## config.mk

```make
export PLATFORM = sky130hd
export DESIGN_NAME = mem_stage_sequencer
export DESIGN_NICKNAME = d
export VERILOG_FILES = /design/src/rtl/mem_stage_sequencer.sv
export SDC_FILE = /design/constraint.sdc
export NUM_CORES = 1
export LEC_CHECK = 0
export BUFFER_PORTS_ARGS = -buffer_cell sky130_fd_sc_hd__buf_2
export CORE_AREA = 2 2 39 41
export CTS_CLUSTER_SIZE = 10
export DETAILED_ROUTE_END_ITERATION = 6
export DIE_AREA = 0 0 41 43
export PLACE_DENSITY = 0.69
export SYNTH_ARGS = -nofsm -noshare
export SYNTH_HDL_FRONTEND = slang
export SYNTH_SLANG_ARGS = --single-unit
```

## constraint.sdc

```tcl
create_clock -name clk -period 2.3 [get_ports clk]
set_input_delay 0.115 -clock clk [delete_from_list [all_inputs] [get_ports clk]]
set_output_delay 0.115 -clock clk [all_outputs]
set_load 0.005 [all_outputs]
```

## src/rtl/mem_stage_sequencer.sv

```systemverilog
// Memory-stage control sequencer: per-cycle strobes for LDD/STD/PUSH/POP/CALL/RET/RTI and irq entry.
// Optional stack depth guard enabled by defining STACK_GUARD_EN.
`timescale 1ns/1ps
module mem_stage_sequencer #(
  parameter int STACK_DEPTH = 1024,
  parameter int DEPTH_W     = 11
) (
  input  logic       clk,
  input  logic       reset,
  input  logic       op_valid,
  input  logic [2:0] op_code,
  input  logic       irq,
  output logic       op_ready,
  output logic       stall,
  output logic       mem_read,
  output logic       mem_write,
  output logic       mem_push,
  output logic       mem_pop,
  output logic [1:0] addr_sel,
  output logic [1:0] wsrc_sel,
  output logic       pc_from_mem,
  output logic       int_vector,
  output logic       flags_restore,
  output logic       stack_fault
);

  localparam logic [3:0] IDLE    = 4'd0;
  localparam logic [3:0] CALL_LO = 4'd1;
  localparam logic [3:0] RET_LO  = 4'd2;
  localparam logic [3:0] RET_HI  = 4'd3;
  localparam logic [3:0] RET_PC  = 4'd4;
  localparam logic [3:0] RTI_LO  = 4'd5;
  localparam logic [3:0] INT_LO  = 4'd6;
  localparam logic [3:0] INT_FL  = 4'd7;
  localparam logic [3:0] INT_PC  = 4'd8;

  localparam logic [2:0] OP_NOP  = 3'd0;
  localparam logic [2:0] OP_LDD  = 3'd1;
  localparam logic [2:0] OP_STD  = 3'd2;
  localparam logic [2:0] OP_PUSH = 3'd3;
  localparam logic [2:0] OP_POP  = 3'd4;
  localparam logic [2:0] OP_CALL = 3'd5;
  localparam logic [2:0] OP_RET  = 3'd6;
  localparam logic [2:0] OP_RTI  = 3'd7;

  localparam logic [1:0] A_STD = 2'b00;
  localparam logic [1:0] A_LDD = 2'b01;
  localparam logic [1:0] A_SP  = 2'b10;

  localparam logic [1:0] W_FLG = 2'b00;
  localparam logic [1:0] W_PCH = 2'b01;
  localparam logic [1:0] W_PCL = 2'b10;
  localparam logic [1:0] W_REG = 2'b11;

  // The depth counter must be able to hold STACK_DEPTH itself.
  if (STACK_DEPTH < 1 || STACK_DEPTH >= (1 << DEPTH_W)) begin : g_bad_depth
    $error("DEPTH_W too narrow for STACK_DEPTH");
  end

  logic [3:0] state;
  logic [3:0] next_raw;
  logic [3:0] next_state;

  logic       rd_raw;
  logic       wr_raw;
  logic       psh_raw;
  logic       pop_raw;
  logic       pcm_raw;
  logic       iv_raw;
  logic       fr_raw;
  logic [1:0] addr_raw;
  logic [1:0] wsrc_raw;

  logic       fault_now;
  logic       fault_q;
  logic       live;

  // Decode state plus the op accepted in IDLE into raw strobes and next state.
  always_comb begin
    next_raw = state;
    rd_raw   = 1'b0;
    wr_raw   = 1'b0;
    psh_raw  = 1'b0;
    pop_raw  = 1'b0;
    pcm_raw  = 1'b0;
    iv_raw   = 1'b0;
    fr_raw   = 1'b0;
    addr_raw = A_STD;
    wsrc_raw = W_FLG;
    case (state)
      IDLE: begin
        if (irq) begin
          wr_raw   = 1'b1;
          psh_raw  = 1'b1;
          addr_raw = A_SP;
          wsrc_raw = W_PCH;
          next_raw = INT_LO;
        end else if (op_valid) begin
          unique case (op_code)
            OP_NOP: begin
            end
            OP_LDD: begin
              rd_raw   = 1'b1;
              addr_raw = A_LDD;
            end
            OP_STD: begin
              wr_raw   = 1'b1;
              addr_raw = A_STD;
              wsrc_raw = W_REG;
            end
            OP_PUSH: begin
              wr_raw   = 1'b1;
              psh_raw  = 1'b1;
              addr_raw = A_SP;
              wsrc_raw = W_REG;
            end
            OP_POP: begin
              rd_raw   = 1'b1;
              pop_raw  = 1'b1;
              addr_raw = A_SP;
            end
            OP_CALL: begin
              wr_raw   = 1'b1;
              psh_raw  = 1'b1;
              addr_raw = A_SP;
              wsrc_raw = W_PCH;
              next_raw = CALL_LO;
            end
            OP_RET: begin
              next_raw = RET_LO;
            end
            OP_RTI: begin
              rd_raw   = 1'b1;
              pop_raw  = 1'b1;
              fr_raw   = 1'b1;
              addr_raw = A_SP;
              next_raw = RTI_LO;
            end
          endcase
        end
      end
      CALL_LO: begin
        wr_raw   = 1'b1;
        psh_raw  = 1'b1;
        addr_raw = A_SP;
        wsrc_raw = W_PCL;
        next_raw = IDLE;
      end
      RET_LO: begin
        rd_raw   = 1'b1;
        pop_raw  = 1'b1;
        addr_raw = A_SP;
        next_raw = RET_HI;
      end
      RTI_LO: begin
        rd_raw   = 1'b1;
        pop_raw  = 1'b1;
        addr_raw = A_SP;
        next_raw = RET_HI;
      end
      RET_HI: begin
        rd_raw   = 1'b1;
        pop_raw  = 1'b1;
        addr_raw = A_SP;
        next_raw = RET_PC;
      end
      RET_PC: begin
        pcm_raw  = 1'b1;
        next_raw = IDLE;
      end
      INT_LO: begin
        wr_raw   = 1'b1;
        psh_raw  = 1'b1;
        addr_raw = A_SP;
        wsrc_raw = W_PCL;
        next_raw = INT_FL;
      end
      INT_FL: begin
        wr_raw   = 1'b1;
        psh_raw  = 1'b1;
        addr_raw = A_SP;
        wsrc_raw = W_FLG;
        next_raw = INT_PC;
      end
      INT_PC: begin
        iv_raw   = 1'b1;
        next_raw = IDLE;
      end
      default: begin
        next_raw = IDLE;
      end
    endcase
  end

`ifdef STACK_GUARD_EN
  localparam logic [DEPTH_W-1:0] DEPTH_MAX = DEPTH_W'(STACK_DEPTH);

  logic [DEPTH_W-1:0] depth;

  assign fault_now = (psh_raw && (depth == DEPTH_MAX)) ||
                     (pop_raw && (depth == '0));

  // Track stack occupancy; a faulting access leaves depth untouched.
  always_ff @(posedge clk) begin
    if (reset) begin
      depth   <= '0;
      fault_q <= 1'b0;
    end else if (fault_now) begin
      fault_q <= 1'b1;
    end else if (psh_raw) begin
      depth <= depth + DEPTH_W'(1);
    end else if (pop_raw) begin
      depth <= depth - DEPTH_W'(1);
    end
  end
`else
  assign fault_now = 1'b0;
  assign fault_q   = 1'b0;
`endif

  // A fault abandons the sequence and drops back to IDLE.
  always_comb begin
    next_state = fault_now ? IDLE : next_raw;
  end

  // State register.
  always_ff @(posedge clk) begin
    if (reset) begin
      state <= IDLE;
    end else begin
      state <= next_state;
    end
  end

  // Output stage: strobes held low in reset, stack strobes masked on a fault.
  always_comb begin
    live          = ~reset;
    op_ready      = (state == IDLE) && !irq;
    stall         = live && ((next_state != IDLE) ||
                             ((state == IDLE) && irq && op_valid));
    mem_read      = live && rd_raw  && !fault_now;
    mem_write     = live && wr_raw  && !fault_now;
    mem_push      = live && psh_raw && !fault_now;
    mem_pop       = live && pop_raw && !fault_now;
    flags_restore = live && fr_raw  && !fault_now;
    pc_from_mem   = live && pcm_raw;
    int_vector    = live && iv_raw;
    addr_sel      = live ? addr_raw : A_STD;
    wsrc_sel      = live ? wsrc_raw : W_FLG;
    stack_fault   = live && fault_q;
  end

endmodule

```

==> metrics.txt <==
clk_lat worst skew 230 ps; Max Clk Rate 476 MHz; clock buffer depth 2; clock skew 1.68 ps; Setup Viol. Count Final 0; syn_area_per_cell 6.80 um^2; layout net count 104; share of layout cells above drive strength 1 32.6%; Clock Tree Root clkbuf_4; largest net degree at the start of global routing 18; # resized after CTS 0; Synth Net Count 87; DRC violations left 0; # IOs 21; crit path from state[1]$_SDFF_PP0_; Yosys cell types 38; CP Capture Type output port; Synth Flop Type dfxtp_1; Slew Limit Fails 0; Final Critical Period 2100 ps; Detailed Route Iter0 Violations 13; Avg WL per Cell 11.0 um; Yosys top cell area share 14.7%; final period utilization 91.4%; post-synthesis sequential area ratio 14.7%; gpl congestion 0.795; Post-CTS Hold Buffers 0; status complete, no violations; total gr overflow 0; worst endpoint data arrival time 1990 ps; worst min path class in -> reg; layout overhead on the synthesized area 17.9%; #FFs+latches synth 4; RSZ-0062 raised after global routing no; Syn Std Cell Area 544 um^2; Hold Violations, Final 0; max reg flops 4; worst endpoint required time 2180 ps; Register-to-Register Setup Slack 740 ps; first-pass GRT wire length 1.90 mm; Synth Instances 80; most common cell in the synthesized netlist a21oi_1; Synth top cells by count 9 x a21oi_1, 8 x nor2_1, 6 x nand2_1; Initial Util 39.3%; Async SR Flop Fraction 0%; synth top area cells dfxtp_1 15%, a21oi_1 8.3%, nor2_1 5.5%; biggest area consumer among synthesized cells dfxtp_1; number of synthesized flops with an enable pin 0; Pleak 0.290 nW; DRT Wirelength 1.23 mm; design area 642 um^2; gr usage total 15.0%; Post-CTS Setup Inserts 0; RR Endpoint state[2]$_SDFF_PP0_; Area after DPL 619 um^2; Crit Path Category reg -> out; DR pass1 iterations 4; row count 14; Register-to-Register Path Depth 3; hold wc startpoint irq; Max VDD drop 0.000435 V; CTS tree built; number of global-route vias before repair 476; worst setup path end stall; PortBufs 19; CTS HTree Levels 1; YS warnings 0; crit-path max FO 16; Reg with most FFs state; clock slew at reported path FFs 30 ps; initial antenna violation count 0; Setup TNS Final 0 ps; Post-DP HPWL 954 um; CTS Buf Count 3; Die X-Extent 41 um; maxcap violations 0; DR vias/cell 5.41; P per Cell Area 593 nW/um^2; Routed Antenna Nets 0; # diodes 0; core footprint 1380 um^2; Sink Count 4; via count 600; R2R Path Start state[1]$_SDFF_PP0_; die area 1760 um^2; Min Hold Slack 353 ps; largest registers state (4); crit path launch type flip-flop; chip height 43 um
==> routing by layer <==
layer / GRT usage [%] / wire (um)
met1: 20.6 / 560
met2: 23.4 / 576
met3: 2.09 / 89
met4: 4.00 / 0
met5: 0 / 0
==> power breakdown <==
part / leakage [nW] / switching (W) / total (W) / internal [W]
registers: 0.0329 / 0.0000368 / 0.000117 / 0.0000799
logic: 0.243 / 0.0000838 / 0.000183 / 0.0000992
clock network: 0.0138 / 0.0000230 / 0.0000809 / 0.0000580
==> through the flow <==
step	utilization (%)	std cells	setup WS, ps	power, W
2_1_floorplan	-	80	694	0.000254
3_3_place_gp	44.8	108	449	0.000299
3_5_place_dp	44.8	108	436	0.000302
4_1_cts	46.4	111	191	0.000387
5_1_grt	46.4	111	53.5	0.000420
6_report	46.4	111	198	0.000381
==> cells by family after synthesis <==
logic type,after synthesis,share of synthesized area [%]
simple gates,41,45.5
buf+inv,11,10.1
other cells,1,0.689
flops,4,14.7
xor+xnor,1,1.61
compound gates,22,27.4
==> worst min-delay path by stage <==
| stage | endpoint | slack (ps) | cells past startpoint |
|---|---|---|---|
| floorplan | addr_sel[0] | 360 | 2 |
| global placement | state[1]$_SDFF_PP0_ | 580 | 3 |
| detailed placement | state[1]$_SDFF_PP0_ | 590 | 3 |
| CTS | state[1]$_SDFF_PP0_ | 350 | 3 |
| global route | state[1]$_SDFF_PP0_ | 370 | 3 |
| finish | state[1]$_SDFF_PP0_ | 350 | 3 |
==> layout by cell type, fill, tap and decap left out, drive strengths merged, types with 2 or more instances in the layout <==
cell	Yosys	routed
o21a	3	3
a21boi	2	2
nand3b	3	3
nand2b	4	4
nor3	5	5
inv	4	4
nand2	6	6
o31ai	2	2
or4	2	2
or2	3	3
a21oi	9	9
clkbuf	3	3
buf	4	19
dfxtp	4	4
nor2	8	8
nand3	2	2
==> critical path, stage by stage (launching register included) <==
cell and delay, ps:
dfxtp_1 590, nand3b_1 190, o21ai_0 120, o21a_1 220
or4_1 500, buf_2 140
==> final cells by class <==
cell class | instances | area (um^2)
Fill cell | 161 | 742
Multi-Input combinational cell | 65 | 409
Timing Repair Buffer | 19 | 95.1
Sequential cell | 4 | 80.1
Clock buffer | 3 | 22.5
Tap cell | 16 | 20.0
Inverter | 4 | 15.0
Power figures use the tool's default switching activity.
